$ cat src/rtl/neopix_pkg.sv
// Shared definitions for the NeoPixel frame controller: FSM encoding,
// pixel field layout and the brightness scaling helper.
package neopix_pkg;

  typedef enum logic [2:0] {
    ST_IDLE      = 3'd0,
    ST_SWAP      = 3'd1,
    ST_START     = 3'd2,
    ST_WAIT_BUSY = 3'd3,
    ST_SEND      = 3'd4
  } state_t;

  localparam int PIX_W = 24;
  localparam int R_LSB = 16;
  localparam int G_LSB = 8;
  localparam int B_LSB = 0;

  // (c * b) >> 8, so full brightness trims the top code by one step
  function automatic logic [7:0] scale_chan(input logic [7:0] c, input logic [7:0] b);
    logic [15:0] prod;
    prod = {8'h00, c} * {8'h00, b};
    return prod[15:8];
  endfunction

endpackage

$ cat src/rtl/neopix_pixel_ram.sv
// Double-buffer pixel store: one write port, one registered read port.
// The buffer select is the MSB of both addresses.
module neopix_pixel_ram
  import neopix_pkg::*;
#(
  parameter int AW = 3,
  parameter int DW = PIX_W
) (
  input  logic          clk_i,
  input  logic          wr_en_i,
  input  logic [AW:0]   wr_addr_i,
  input  logic [DW-1:0] wr_data_i,
  input  logic [AW:0]   rd_addr_i,
  output logic [DW-1:0] rd_data_o
);

  logic [DW-1:0] mem [0:(2**(AW+1))-1];

  // Host write into whichever buffer the caller addresses
  always_ff @(posedge clk_i) begin
    if (wr_en_i) mem[wr_addr_i] <= wr_data_i;
  end

  // Registered read, first pipeline stage of the pixel path
  always_ff @(posedge clk_i) begin
    rd_data_o <= mem[rd_addr_i];
  end

endmodule

$ cat src/rtl/neopix_frame_ctrl.sv
// Frame scheduler and pixel source for a WS2812/SK6812 serial driver.
// Host fills the back buffer, commit swaps buffers between frames, frames
// also start from the auto-refresh timer.
// Optional build macro: NEOPIX_BRIGHTNESS_EN scales each channel by
// brightness_i in the second pixel stage; without it that stage is a plain
// register and brightness_i is ignored.
//
// state     | meaning
// ----------+-----------------------------------------------------
// IDLE      | no frame in flight, waiting for commit or refresh
// SWAP      | flip front/back buffer, consume the pending commit
// START     | one-cycle start pulse, latch frame length
// WAIT_BUSY | waiting for driver to go busy, bounded by timeout
// SEND      | driver transmitting, waiting for busy to drop
module neopix_frame_ctrl
  import neopix_pkg::*;
#(
  parameter int NUM_LEDS      = 8,
  parameter int FRAME_PERIOD  = 833333,
  parameter int START_TIMEOUT = 16384,
  localparam int AW = $clog2(NUM_LEDS)
) (
  input  logic          clk_i,
  input  logic          reset_i,
  input  logic          wr_en_i,
  input  logic [AW-1:0] wr_addr_i,
  input  logic [23:0]   wr_data_i,
  input  logic          commit_i,
  input  logic          auto_refresh_i,
  input  logic [AW-1:0] led_count_i,
  input  logic [7:0]    brightness_i,
  output logic          commit_pending_o,
  output logic          frame_done_o,
  output logic          timeout_o,
  output logic          drv_start_o,
  input  logic          drv_busy_i,
  input  logic          drv_data_request_i,
  input  logic [AW-1:0] drv_address_i,
  output logic [7:0]    drv_red_o,
  output logic [7:0]    drv_green_o,
  output logic [7:0]    drv_blue_o,
  output logic [AW-1:0] drv_led_count_o
);

  localparam int RW = $clog2(FRAME_PERIOD);
  localparam int TW = $clog2(START_TIMEOUT);
  localparam logic [RW-1:0] REFRESH_LAST = RW'(FRAME_PERIOD - 1);
  localparam logic [TW-1:0] WAIT_LOAD    = TW'(START_TIMEOUT - 1);

  state_t        state_q, state_d;
  logic          front_sel_q;
  logic          pending_q;
  logic [RW-1:0] refresh_tmr_q;
  logic [TW-1:0] wait_tmr_q;
  logic          refresh_due, timeout_hit, frame_end, wr_in_range;
  logic [23:0]   rd_data, pix_d, pix_q;
  logic          unused_data_request;

  assign unused_data_request = drv_data_request_i;

  assign refresh_due = (refresh_tmr_q == REFRESH_LAST);
  assign timeout_hit = (state_q == ST_WAIT_BUSY) && !drv_busy_i && (wait_tmr_q == '0);
  assign frame_end   = (state_q == ST_SEND) && !drv_busy_i;
  assign wr_in_range = ({1'b0, wr_addr_i} < (AW+1)'(NUM_LEDS));

  // Next-state logic; swaps only leave IDLE so a frame never tears
  always_comb begin
    state_d = state_q;
    case (state_q)
      ST_IDLE: begin
        if (led_count_i != '0) begin
          if (pending_q)                         state_d = ST_SWAP;
          else if (auto_refresh_i && refresh_due) state_d = ST_START;
        end
      end
      ST_SWAP:      state_d = ST_START;
      ST_START:     state_d = ST_WAIT_BUSY;
      ST_WAIT_BUSY: begin
        if (drv_busy_i)             state_d = ST_SEND;
        else if (wait_tmr_q == '0)  state_d = ST_IDLE;
      end
      ST_SEND:      if (!drv_busy_i) state_d = ST_IDLE;
      default:      state_d = ST_IDLE;
    endcase
  end

  // State register
  always_ff @(posedge clk_i) begin
    if (reset_i) state_q <= ST_IDLE;
    else         state_q <= state_d;
  end

  // Buffer select and commit bookkeeping; a new commit beats the clear
  always_ff @(posedge clk_i) begin
    if (reset_i) begin
      front_sel_q <= 1'b0;
      pending_q   <= 1'b0;
    end else begin
      if (state_q == ST_SWAP) front_sel_q <= ~front_sel_q;
      if (commit_i)                pending_q <= 1'b1;
      else if (state_q == ST_SWAP) pending_q <= 1'b0;
    end
  end

  // Refresh timer restarts on entry to START so starts land exactly one period apart
  always_ff @(posedge clk_i) begin
    if (reset_i)                   refresh_tmr_q <= '0;
    else if (state_d == ST_START)  refresh_tmr_q <= '0;
    else if (!refresh_due)         refresh_tmr_q <= refresh_tmr_q + 1'b1;
  end

  // Busy-wait down-counter, loaded in START, terminal count at zero
  always_ff @(posedge clk_i) begin
    if (reset_i)                                         wait_tmr_q <= '0;
    else if (state_q == ST_START)                        wait_tmr_q <= WAIT_LOAD;
    else if (state_q == ST_WAIT_BUSY && wait_tmr_q != '0) wait_tmr_q <= wait_tmr_q - 1'b1;
  end

  // Status outputs and per-frame length latch
  always_ff @(posedge clk_i) begin
    if (reset_i) begin
      frame_done_o    <= 1'b0;
      timeout_o       <= 1'b0;
      drv_led_count_o <= '0;
    end else begin
      frame_done_o <= frame_end;
      if (timeout_hit)          timeout_o       <= 1'b1;
      if (state_q == ST_START)  drv_led_count_o <= led_count_i;
    end
  end

  assign drv_start_o      = (state_q == ST_START);
  assign commit_pending_o = pending_q;

  neopix_pixel_ram #(.AW(AW), .DW(PIX_W)) u_ram (
    .clk_i     (clk_i),
    .wr_en_i   (wr_en_i && wr_in_range),
    .wr_addr_i ({~front_sel_q, wr_addr_i}),
    .wr_data_i (wr_data_i),
    .rd_addr_i ({front_sel_q, drv_address_i}),
    .rd_data_o (rd_data)
  );

`ifdef NEOPIX_BRIGHTNESS_EN
  assign pix_d = {scale_chan(rd_data[R_LSB +: 8], brightness_i),
                  scale_chan(rd_data[G_LSB +: 8], brightness_i),
                  scale_chan(rd_data[B_LSB +: 8], brightness_i)};
`else
  logic unused_brightness;
  assign unused_brightness = ^brightness_i;
  assign pix_d = rd_data;
`endif

  // Second pixel stage, cleared on reset so the driver sees black
  always_ff @(posedge clk_i) begin
    if (reset_i) pix_q <= '0;
    else         pix_q <= pix_d;
  end

  assign drv_red_o   = pix_q[R_LSB +: 8];
  assign drv_green_o = pix_q[G_LSB +: 8];
  assign drv_blue_o  = pix_q[B_LSB +: 8];

endmodule

$ cat config.mk
export PLATFORM = sky130hd
export DESIGN_NAME = neopix_frame_ctrl
export DESIGN_NICKNAME = d
export VERILOG_FILES = /design/src/rtl/neopix_pkg.sv /design/src/rtl/neopix_pixel_ram.sv /design/src/rtl/neopix_frame_ctrl.sv
export SDC_FILE = /design/constraint.sdc
export NUM_CORES = 1
export LEC_CHECK = 0
export ABC_CLOCK_PERIOD_IN_PS = 3250
export BUFFER_PORTS_ARGS = -buffer_cell sky130_fd_sc_hd__buf_4
export CORE_MARGIN = 1.5
export CORE_UTILIZATION = 61
export CTS_CLUSTER_SIZE = 10
export DETAILED_ROUTE_END_ITERATION = 8
export PLACE_DENSITY = 0.87
export SYNTH_ARGS = -nofsm -noshare
export SYNTH_HDL_FRONTEND = slang
export SYNTH_SLANG_ARGS = --single-unit
$ cat constraint.sdc
create_clock -name clk_i -period 3.25 [get_ports clk_i]
set_input_delay 0.1625 -clock clk_i [delete_from_list [all_inputs] [get_ports clk_i]]
set_output_delay 0.1625 -clock clk_i [all_outputs]
set_load 0.1 [all_outputs]
==> results_dict.tcl <==
set metrics [dict create \
    worst_slew_pin_slew_ns 1.039 \
    overflow 0 \
    drc 0 \
    dr_total_vias 8991 \
    avgRoutedWirePerCell_um 27.09 \
    ctsRootBufferMaster "clkbuf_16" \
    synth_edf_count 384 \
    finClkSkew_ns 0.02840 \
    tns_ns 0 \
    synth_top_cell_area_share 0.6537 \
    ys_seq_area_frac 0.7581 \
    synth-simple-area-share 0.04859 \
    holdWs_ns 0.05889 \
    use_met1 0.3423 \
    gp_congestion 0.8224 \
    critPathKind "reg -> reg" \
    postRouteAntennaNets 0 \
    irDropWorstVdd_uv 619.7 \
    cts_buffers 53 \
    htreeDepth 2 \
    cts_tree "built" \
    firstDrtPassIters 5 \
    drv_slew 0 \
    initial_utilization 0.6179 \
    port_buffers 69 \
    die-area_sq_mm 0.02995 \
    path_clk_slew_ns 0.06 \
    cp.arrival_ns 3.25 \
    hold_viol 0 \
    grt_pass1_wl_mm 59.01 \
    drt_iter0_drc 1043 \
    grt_pass1_vias 9552 \
    synth_common_cells "384 x edfxtp_1, 120 x mux4_2, 92 x dfxtp_1" \
    synth_top_family_by_area "multiplexers" \
    synth-main-ff-cell "edfxtp_1" \
    ios 79 \
    post-dp-hpwl_mm 19.51 \
    synthXorXnorAreaFrac 0.01241 \
    synth_compound_area_frac 0.01333 \
    postLayoutCellArea_sq_mm 0.02065 \
    synth_area_sq_mm 0.01764 \
    critPathMaxFanout 20 \
    die_h_um 173.1 \
    rows 62 \
    yosys_warnings 0 \
    finalSetupViolCount 0 \
    ys_top_cells_by_area "edfxtp_1 65%, mux4_2 15%, dfxtp_1 10%, nor2_1 0.94%, nor2b_1 0.85%" \
    synth_most_common_cell "edfxtp_1" \
    relSlewSlack 0.3033 \
    nFillCells 1609 \
    status "completed" \
    critPathRequiredTime_ns 3.70 \
    grt.met3_usage 0.04529 \
    via_per_inst 6.257 \
    clkLatencyLatePin_ns 0.59 \
    cp-start-kind "flip-flop" \
    wl_mm 38.92 \
    clockBufferDepth 3 \
    synth.distinct_cells 44 \
    synthMuxAreaShare 0.1532 \
    syn_area_per_cell_sq_um 20.25 \
    synthCells 871 \
    use_met2 0.4790 \
    antenna_found_initial 0 \
    post-route-util 0.7235 \
    die_w_um 173.1 \
    syn_to_final_growth_pct 17.08 \
    synth_fp_nets 922 \
    grt_setup_unrepaired "no" \
    grt_usage 0.2695 \
    layout-drive-gt1-share 0.2877 \
    n_antenna_cell 0 \
    grt_max_degree 50 \
    synth_top_cell_by_area "edfxtp_1" \
    drv_cap 0 \
    cts.sink_count 476 \
    powerDensity_mw_per_mm2 655.0 \
    ys_async_sr_fraction 0 \
    min_period_ns 2.802 \
    power_mw 13.53 \
    core_area_sq_mm 0.02855 \
    grt_busiest_layer "met2" \
    p_leak_nw 6.805 \
    synth_fa_ha_area_frac 0.002128 \
    end_kind "flip-flop" \
    fmax_mhz 356.9 \
    holdCritPathClass "in -> reg" \
    period_share 0.8621 \
    place_area_sq_mm 0.01881 \
    ys_ff_latch 476 \
    final_nets 1061 \
]
==> critical path, cell delays in order (launching register included) <==
cell	delay, ns
dfxtp_1	0.32
inv_1	0.09
ha_1	0.18
or4b_2	0.62
or4_1	0.57
o311ai_2	0.34
o31a_2	0.46
nor2_1	0.10
==> flip-flops by register name, summed over array words and instances (netlist names) <==
name / cells
drv_led_count_o: 3
state_q: 3
front_sel_q: 1
u_ram.rd_data_o: 24
pix_q: 24
timeout_o: 1
frame_done_o: 1
u_ram.mem: 384
commit_pending_o: 1
refresh_tmr_q: 20
wait_tmr_q: 14
==> final timing paths <==
path	endpoint	from	slack (ns)	cells after the start
setup reg to reg	refresh_tmr_q[18]	wait_tmr_q[0]	0.45	7
setup / recovery	refresh_tmr_q[18]	wait_tmr_q[0]	0.45	7
hold reg to reg	pix_q[18]	u_ram.rd_data_o[18]	0.43	1
hold / removal	u_ram.mem[13][14]	wr_addr_i[1]	0.06	2
==> final cells by class <==
class	instances	area, sq um	share of cell area
clock buffer	95	1494	0.07233
inverter	10	37.54	0.001817
timing repair buffer	126	1097	0.05313
tap	384	480.5	0.02326
sequential	476	13370	0.6475
clock inverter	3	58.81	0.002847
multi-input combinational	343	4111	0.1991
==> cell families after synthesis <==
family / count (synthesis)
flops: 476
xor+xnor: 25
compound gates: 35
simple gates: 160
buf+inv: 52
mux: 120
fa+ha+maj: 3
==> through the flow <==
stage               setup WS (ns)  instances
floorplan                  0.4076        871
detailed placement         0.4777       1310
global placement           0.5604       1310
CTS                        0.4897       1437
finish                     0.4480       1437
global route               0.2801       1437
==> metal layers <==
layer | up-vias | share of wire
li1 | 3799 | -
met1 | 4631 | 0.37
met3 | 76 | 0.072
met4 | 0 | 0.026
met5 | - | 0
met2 | 485 | 0.53
==> where the power goes <==
part           internal, mW  switching, mW  total (mW)
sequential             6.79          0.109        6.89
combinational         0.453          0.747        1.20
clock                  3.10           2.33        5.43
==> placed cells by master, fill, tap and decap left out, types with 4 or more instances in the layout <==
master           n
nor3_1          13
nand2_1         20
a21oi_1         17
nand4_1          5
or4_1            4
edfxtp_1       384
nor2b_1         24
nand2b_1         4
nand3b_1         4
inv_1            9
and3_1           5
dfxtp_1         91
a211oi_1         8
nor4_1           8
xnor2_1         13
nor3_2           4
buf_12           6
buf_4           90
nor2_2          10
clkbuf_1        41
dlygate4sd3_1   29
nor2_1          32
clkbuf_16       53
mux4_2         120
xor2_1          12
nand3_1          6
==> what timing repair did <==
action                                 in CTS  in global routing
hold buffers                               29                  0
setup buffers                               0                  0
gates resized for setup                     0                  0
endpoints found under the hold margin     392                  0
Power figures use the tool's default switching activity.
